==> src/rtl/buffer_drain_pkg.sv <==
// Shared definitions for buffer_drain: FSM state encoding and active-low seven-segment
// digit patterns (segment order gfedcba, bit 0 = a).
package buffer_drain_pkg;

  typedef enum logic [1:0] {
    ST_IDLE = 2'd0,
    ST_WAIT = 2'd1,
    ST_HOLD = 2'd2,
    ST_DONE = 2'd3
  } state_t;

  localparam logic [6:0] SEG_BLANK = 7'h7F;

  function automatic logic [6:0] seg7_encode(input logic [3:0] nib);
    logic [6:0] seg;
    case (nib)
      4'h0: seg = 7'h40;
      4'h1: seg = 7'h79;
      4'h2: seg = 7'h24;
      4'h3: seg = 7'h30;
      4'h4: seg = 7'h19;
      4'h5: seg = 7'h12;
      4'h6: seg = 7'h02;
      4'h7: seg = 7'h78;
      4'h8: seg = 7'h00;
      4'h9: seg = 7'h10;
      4'hA: seg = 7'h08;
      4'hB: seg = 7'h03;
      4'hC: seg = 7'h46;
      4'hD: seg = 7'h21;
      4'hE: seg = 7'h06;
      default: seg = 7'h0E;
    endcase
    return seg;
  endfunction

endpackage

==> src/rtl/buffer_drain_seg7_nibble.sv <==
// seg7_nibble: combinational 4-bit to active-low seven-segment decoder.
module seg7_nibble
  import buffer_drain_pkg::*;
(
  input  logic [3:0] i_nib,
  output logic [6:0] o_seg
);

  assign o_seg = seg7_encode(i_nib);

endmodule

==> src/rtl/buffer_drain.sv <==
// buffer_drain: pulls flushed words over valid/ready, holds each on a display register.
// Optional BUFFER_DRAIN_HEX_EN adds hex0..hex3 active-low seven-segment outputs.
module buffer_drain
  import buffer_drain_pkg::*;
#(
  parameter int DATA_W      = 16,
  parameter int HOLD_CYCLES = 50_000_000,
  parameter int CNT_W       = 8
) (
  input  logic              clk,
  input  logic              rst_n,
  input  logic              flush_start,
  input  logic              in_valid,
  input  logic [DATA_W-1:0] in_data,
  input  logic              in_last,
  output logic              in_ready,
  output logic [DATA_W-1:0] out_word,
  output logic              out_valid,
  output logic [CNT_W-1:0]  drained_cnt,
  output logic              busy,
  output logic              done,
`ifdef BUFFER_DRAIN_HEX_EN
  output logic [6:0]        hex0,
  output logic [6:0]        hex1,
  output logic [6:0]        hex2,
  output logic [6:0]        hex3,
`endif
  output logic [1:0]        dbg_state
);

  // Handshake: a word transfers on a rising edge where in_valid and in_ready are both
  // high; in_ready is high only in WAIT, and in_valid/in_data are ignored otherwise.

  localparam int HOLD_W = (HOLD_CYCLES > 1) ? $clog2(HOLD_CYCLES) : 1;
  localparam logic [HOLD_W-1:0] HOLD_LOAD = HOLD_W'(HOLD_CYCLES - 1);

  state_t              r_state, w_next_state;
  logic [HOLD_W-1:0]   r_hold, w_next_hold;
  logic                r_last, w_next_last;
  logic [DATA_W-1:0]   r_out_word, w_next_word;
  logic                r_out_valid, w_next_valid;
  logic [CNT_W-1:0]    r_cnt, w_next_cnt;
  logic                r_in_ready, r_busy, r_done;
  logic                w_accept;

  assign w_accept = (r_state == ST_WAIT) && in_valid && r_in_ready;

  always_comb begin
    w_next_state = r_state;
    w_next_hold  = r_hold;
    w_next_last  = r_last;
    w_next_word  = r_out_word;
    w_next_valid = r_out_valid;
    w_next_cnt   = r_cnt;
    case (r_state)
      ST_IDLE: begin
        if (flush_start) begin
          w_next_state = ST_WAIT;
          w_next_cnt   = '0;
          w_next_valid = 1'b0;
        end
      end
      ST_WAIT: begin
        if (w_accept) begin
          w_next_word  = in_data;
          w_next_valid = 1'b1;
          w_next_last  = in_last;
          w_next_hold  = HOLD_LOAD;
          w_next_state = ST_HOLD;
          if (r_cnt != {CNT_W{1'b1}}) w_next_cnt = r_cnt + 1'b1;
        end
      end
      ST_HOLD: begin
        if (r_hold == '0) w_next_state = r_last ? ST_DONE : ST_WAIT;
        else              w_next_hold  = r_hold - 1'b1;
      end
      ST_DONE: w_next_state = ST_IDLE;
      default: w_next_state = ST_IDLE;
    endcase
  end

  // Status outputs are registered from the next state so they align with r_state.
  always_ff @(posedge clk or negedge rst_n) begin
    if (!rst_n) begin
      r_state     <= ST_IDLE;
      r_hold      <= '0;
      r_last      <= 1'b0;
      r_out_word  <= '0;
      r_out_valid <= 1'b0;
      r_cnt       <= '0;
      r_in_ready  <= 1'b0;
      r_busy      <= 1'b0;
      r_done      <= 1'b0;
    end else begin
      r_state     <= w_next_state;
      r_hold      <= w_next_hold;
      r_last      <= w_next_last;
      r_out_word  <= w_next_word;
      r_out_valid <= w_next_valid;
      r_cnt       <= w_next_cnt;
      r_in_ready  <= (w_next_state == ST_WAIT);
      r_busy      <= (w_next_state != ST_IDLE);
      r_done      <= (w_next_state == ST_DONE);
    end
  end

  assign in_ready    = r_in_ready;
  assign out_word    = r_out_word;
  assign out_valid   = r_out_valid;
  assign drained_cnt = r_cnt;
  assign busy        = r_busy;
  assign done        = r_done;
  assign dbg_state   = r_state;

`ifdef BUFFER_DRAIN_HEX_EN
  logic [6:0] w_seg [4];

  for (genvar g = 0; g < 4; g++) begin : g_seg
    seg7_nibble u_seg (
      .i_nib (r_out_word[4*g +: 4]),
      .o_seg (w_seg[g])
    );
  end

  assign hex0 = r_out_valid ? w_seg[0] : SEG_BLANK;
  assign hex1 = r_out_valid ? w_seg[1] : SEG_BLANK;
  assign hex2 = r_out_valid ? w_seg[2] : SEG_BLANK;
  assign hex3 = r_out_valid ? w_seg[3] : SEG_BLANK;
`endif

endmodule

==> config.mk <==
export PLATFORM = sky130hd
export DESIGN_NAME = buffer_drain
export DESIGN_NICKNAME = d
export VERILOG_FILES = /design/src/rtl/buffer_drain_pkg.sv /design/src/rtl/buffer_drain_seg7_nibble.sv /design/src/rtl/buffer_drain.sv
export SDC_FILE = /design/constraint.sdc
export NUM_CORES = 1
export LEC_CHECK = 0
export BUFFER_PORTS_ARGS = -buffer_cell sky130_fd_sc_hd__buf_2
export CAP_MARGIN = 20
export CORE_ASPECT_RATIO = 1.75
export CORE_MARGIN = 8
export CORE_UTILIZATION = 30
export CTS_CLUSTER_DIAMETER = 100
export DETAILED_ROUTE_END_ITERATION = 16
export PLACE_DENSITY = 0.62
export SLEW_MARGIN = 10
export SYNTH_ARGS = -nofsm -noshare
export SYNTH_HDL_FRONTEND = slang
export SYNTH_SLANG_ARGS = --single-unit
==> constraint.sdc <==
create_clock -name clk -period 2.2 [get_ports clk]
set_input_delay 0.11 -clock clk [delete_from_list [all_inputs] [get_ports clk]]
set_output_delay 0.11 -clock clk [all_outputs]
set_load 0.01 [all_outputs]
==> metrics.md <==
| Metric | Value |
|---|---|
| Reg2Reg Depth | 6 |
| Vias | 2473 |
| Initial antenna violation count | 0 |
| Mapped Area | 0.00276 mm² |
| Core area | 0.00898 mm² |
| Detailed Route WL | 7.24 mm |
| Worst setup path category | flop to flop |
| # setup viols final | 3 |
| Final Max Tran Viols | 0 |
| Sequential share of the synthesized area | 51.7% |
| I/O Buffers | 50 |
| Peak supply drop | 0.000581 V |
| Number of cells on the critical path | 6 |
| Clk sinks | 57 |
| H-tree levels | 3 |
| Pint | 2.77 mW |
| Final hold violations | 0 |
| Mapped Nets | 312 |
| Slew HR | 57.4% |
| Worst-path fanout max | 8 |
| Min cycle time layout | 2.23 ns |
| CTS Buf Count | 9 |
| Hold Crit Depth | 3 |
| RePlAce Congestion | 0.800 |
| Yosys warns | 0 |
| Initial Util | 30.7% |
| Clk pin slew, worst setup/hold paths | 0.05 ns |
| Maxcap violations | 0 |
| Sw power | 1.27 mW |
| FF-to-FF setup slack | -0.03 ns |
| Sequential fraction of design power | 36.0% |
| Die height | 143 µm |
| Initial DRT Pass Iterations | 4 |
| CP max stage delay | 0.55 ns |
| Endpoint class of the critical path | flop |
| Die span in x | 88.5 µm |
| Run status | finished with violations |
| Setup ws final | -0.0349 ns |
| Overall power | 4.04 mW |
| First-pass GRT wire length | 11.8 mm |
| Clock latency on the worst-skew pair | 0.33 ns |
| Hold Startpoint | flush_start |
| WP data required | 2.40 ns |
| Type of element launching the critical path | flop |
| Average size of a mapped cell | 9.58 µm² |
| Remaining Overflow, GRT | 0 |
| CTS tree | yes |
| Antenna violation net count after detailed routing | 0 |
| Yosys reg bits | 57 |
| Vias in the first global route | 2474 |
| Worst hold path class | input pin to flop |
| Part of the power in the clock network | 36.8% |
| Final worst path period share | 102% |
| Leak Pwr | 1.77 nW |
| Slowest CP cell | or4_4 |
| Fin Hold WS | 0.0633 ns |
| Syn-to-layout area delta | 44.8% |
| R2R Path Start | r_hold[10] |
| Share of cells above drive strength 1 | 30.2% |
| Clock skew | 0.00758 ns |
| Yosys cell types | 42 |
| Final core utilization | 44.5% |
| Post-synth EDFFs | 0 |
| Iter 0 DRT Violations | 115 |
| Most common cell after layout, fill and taps aside | nand2_1 |
| CP Cell Sequence | or4_4, or4_4, buf_12, nor4_4, xnor2_1, nand2_1 |
| WP buf/inv | 1 |
| Post-synth ARST share | 100% |
| Most frequent cells in the layout | nand2_1, dfrtp_1, buf_2 |
| Max clock buf depth | 2 |
| WL/cell | 14.1 µm |
| Top_reg_cell synth | dfrtp_1 |
| Nets | 413 |
| Comb pwr share | 27.2% |
| Crit path max-delay family | simple AND/OR/NAND/NOR gates |
| Final HPWL DP | 5.11 mm |
| Failing checks | setup timing |
| Sw frac | 31.4% |
| GRT Util Overall | 12.2% |
| Fin Setup TNS | -0.0786 ns |
| Cells after synthesis | 288 |
| DR DRC count | 0 |
| Row count | 46 |
| Arr. time, crit path | 2.44 ns |
| Vias per inst | 4.80 |
| CTS Root Cell | clkbuf_16 |
| Power per Cell Area | 1010 mW/mm² |
| Unrepaired setup endpoints after global routing | true |
| Most frequent CP cell | or4_4 |
| Largest net degree at the start of global routing | 38 |
| Boundary pin count | 51 |
| Full die area | 0.0126 mm² |
| Worst Max-Slew Pin Slew | 0.640 ns |
| Critical Path Start | r_hold[10] |
| Fmax | 447 MHz |
-- cell type report --
type / instances / area (µm²)
multi-input combinational: 213 / 1320
sequential: 57 / 1430
antenna: 1 / 2.50
tap: 120 / 150
timing repair buffer: 104 / 754
clock buffer: 11 / 243
clock inverter: 5 / 78.8
fill: 902 / 4990
inverter: 4 / 15.0
-- path summary, 6_finish.rpt --
check | to
worst max-delay path | r_hold[20]
worst min-delay path | busy
worst max register to register | r_hold[20]
worst min register to register | out_word[15]
max in group asynchronous | out_word[15]
min in group asynchronous | r_hold[23]
-- power groups by stage --
stage	logic (mW)	clock network (mW)	registers, mW
detailed placement	1.09	0	1.47
finish	1.10	1.49	1.46
CTS	1.12	1.52	1.45
global route	1.24	1.57	1.49
floorplan	0.480	0	1.55
global placement	1.06	0	1.46
-- timing repair --
action | in CTS | in global routing
endpoints found under the hold margin | 43 | 0
buffers inserted | 1 | 0
hold buffers | 18 | 0
endpoints found under the setup margin | 9 | 16
pin swaps | 5 | 2
resized for setup | 2 | 7
-- cells in the mapped netlist (2+ instances only) --
cell type | number | share of area (%)
nand2_1 | 69 | 9.4
dfrtp_1 | 57 | 52
nor2_1 | 19 | 2.6
xor2_1 | 12 | 3.8
clkbuf_1 | 11 | 1.5
nor3_1 | 11 | 2.0
o21ai_0 | 10 | 1.8
nand3_1 | 8 | 1.5
nor4_1 | 8 | 1.8
or3_1 | 7 | 1.6
o211ai_1 | 6 | 1.6
mux2i_1 | 5 | 1.8
nand4_1 | 5 | 1.1
or4_1 | 5 | 1.4
xnor2_1 | 5 | 1.6
and3_1 | 4 | 0.91
inv_1 | 4 | 0.54
o31ai_1 | 4 | 1.1
a21oi_1 | 3 | 0.54
ha_1 | 3 | 1.4
nor4_2 | 3 | 1.4
or2_2 | 3 | 0.68
and4_1 | 2 | 0.64
buf_6 | 2 | 0.82
nor2b_1 | 2 | 0.45
o2111ai_1 | 2 | 0.64
o41ai_1 | 2 | 0.64
or4_4 | 2 | 0.82
-- registers in the layout, summed over array words and instances (netlist names) --
register	flops
r_hold	26
out_word	16
drained_cnt	8
dbg_state	2
busy	1
done	1
in_ready	1
out_valid	1
r_last	1
-- stage by stage --
| step | cells | setup WS (ns) | instance area (µm²) |
|---|---|---|---|
| after global placement | 479 | 0.00775 | 3430 |
| after detailed placement | 479 | -0.0626 | 3430 |
| after global routing | 514 | -0.0911 | 3990 |
| after floorplan | 288 | 0.00235 | 2790 |
| after CTS | 514 | -0.0433 | 3950 |
| final | 515 | -0.0349 | 3990 |
-- cells by family (layout without fill, tap and decap cells) --
kind of cell,Yosys count,count (layout),synth area share (%)
adder cells (fa/ha/maj),3,3,1.36
multiplexers,5,5,1.81
AO/OA/AOI/OAI,33,33,8.44
other,0,1,0
XOR/XNOR,17,17,5.40
AND/OR/NAND/NOR,155,155,28.2
flip-flops,57,57,51.7
buffers and inverters,18,124,3.04
-- per-layer routing --
metal	GRT usage, %	wire length, µm
met2	21.3	3950
met1	12.9	2830
met4	7.89	231
met3	2.42	236
met5	0	0
-- worst min-delay path: stages --
cell,delay (ns)
buf_2,0.09
nor3_1,0.04
a21oi_1,0.10
Power figures use the tool's default switching activity.
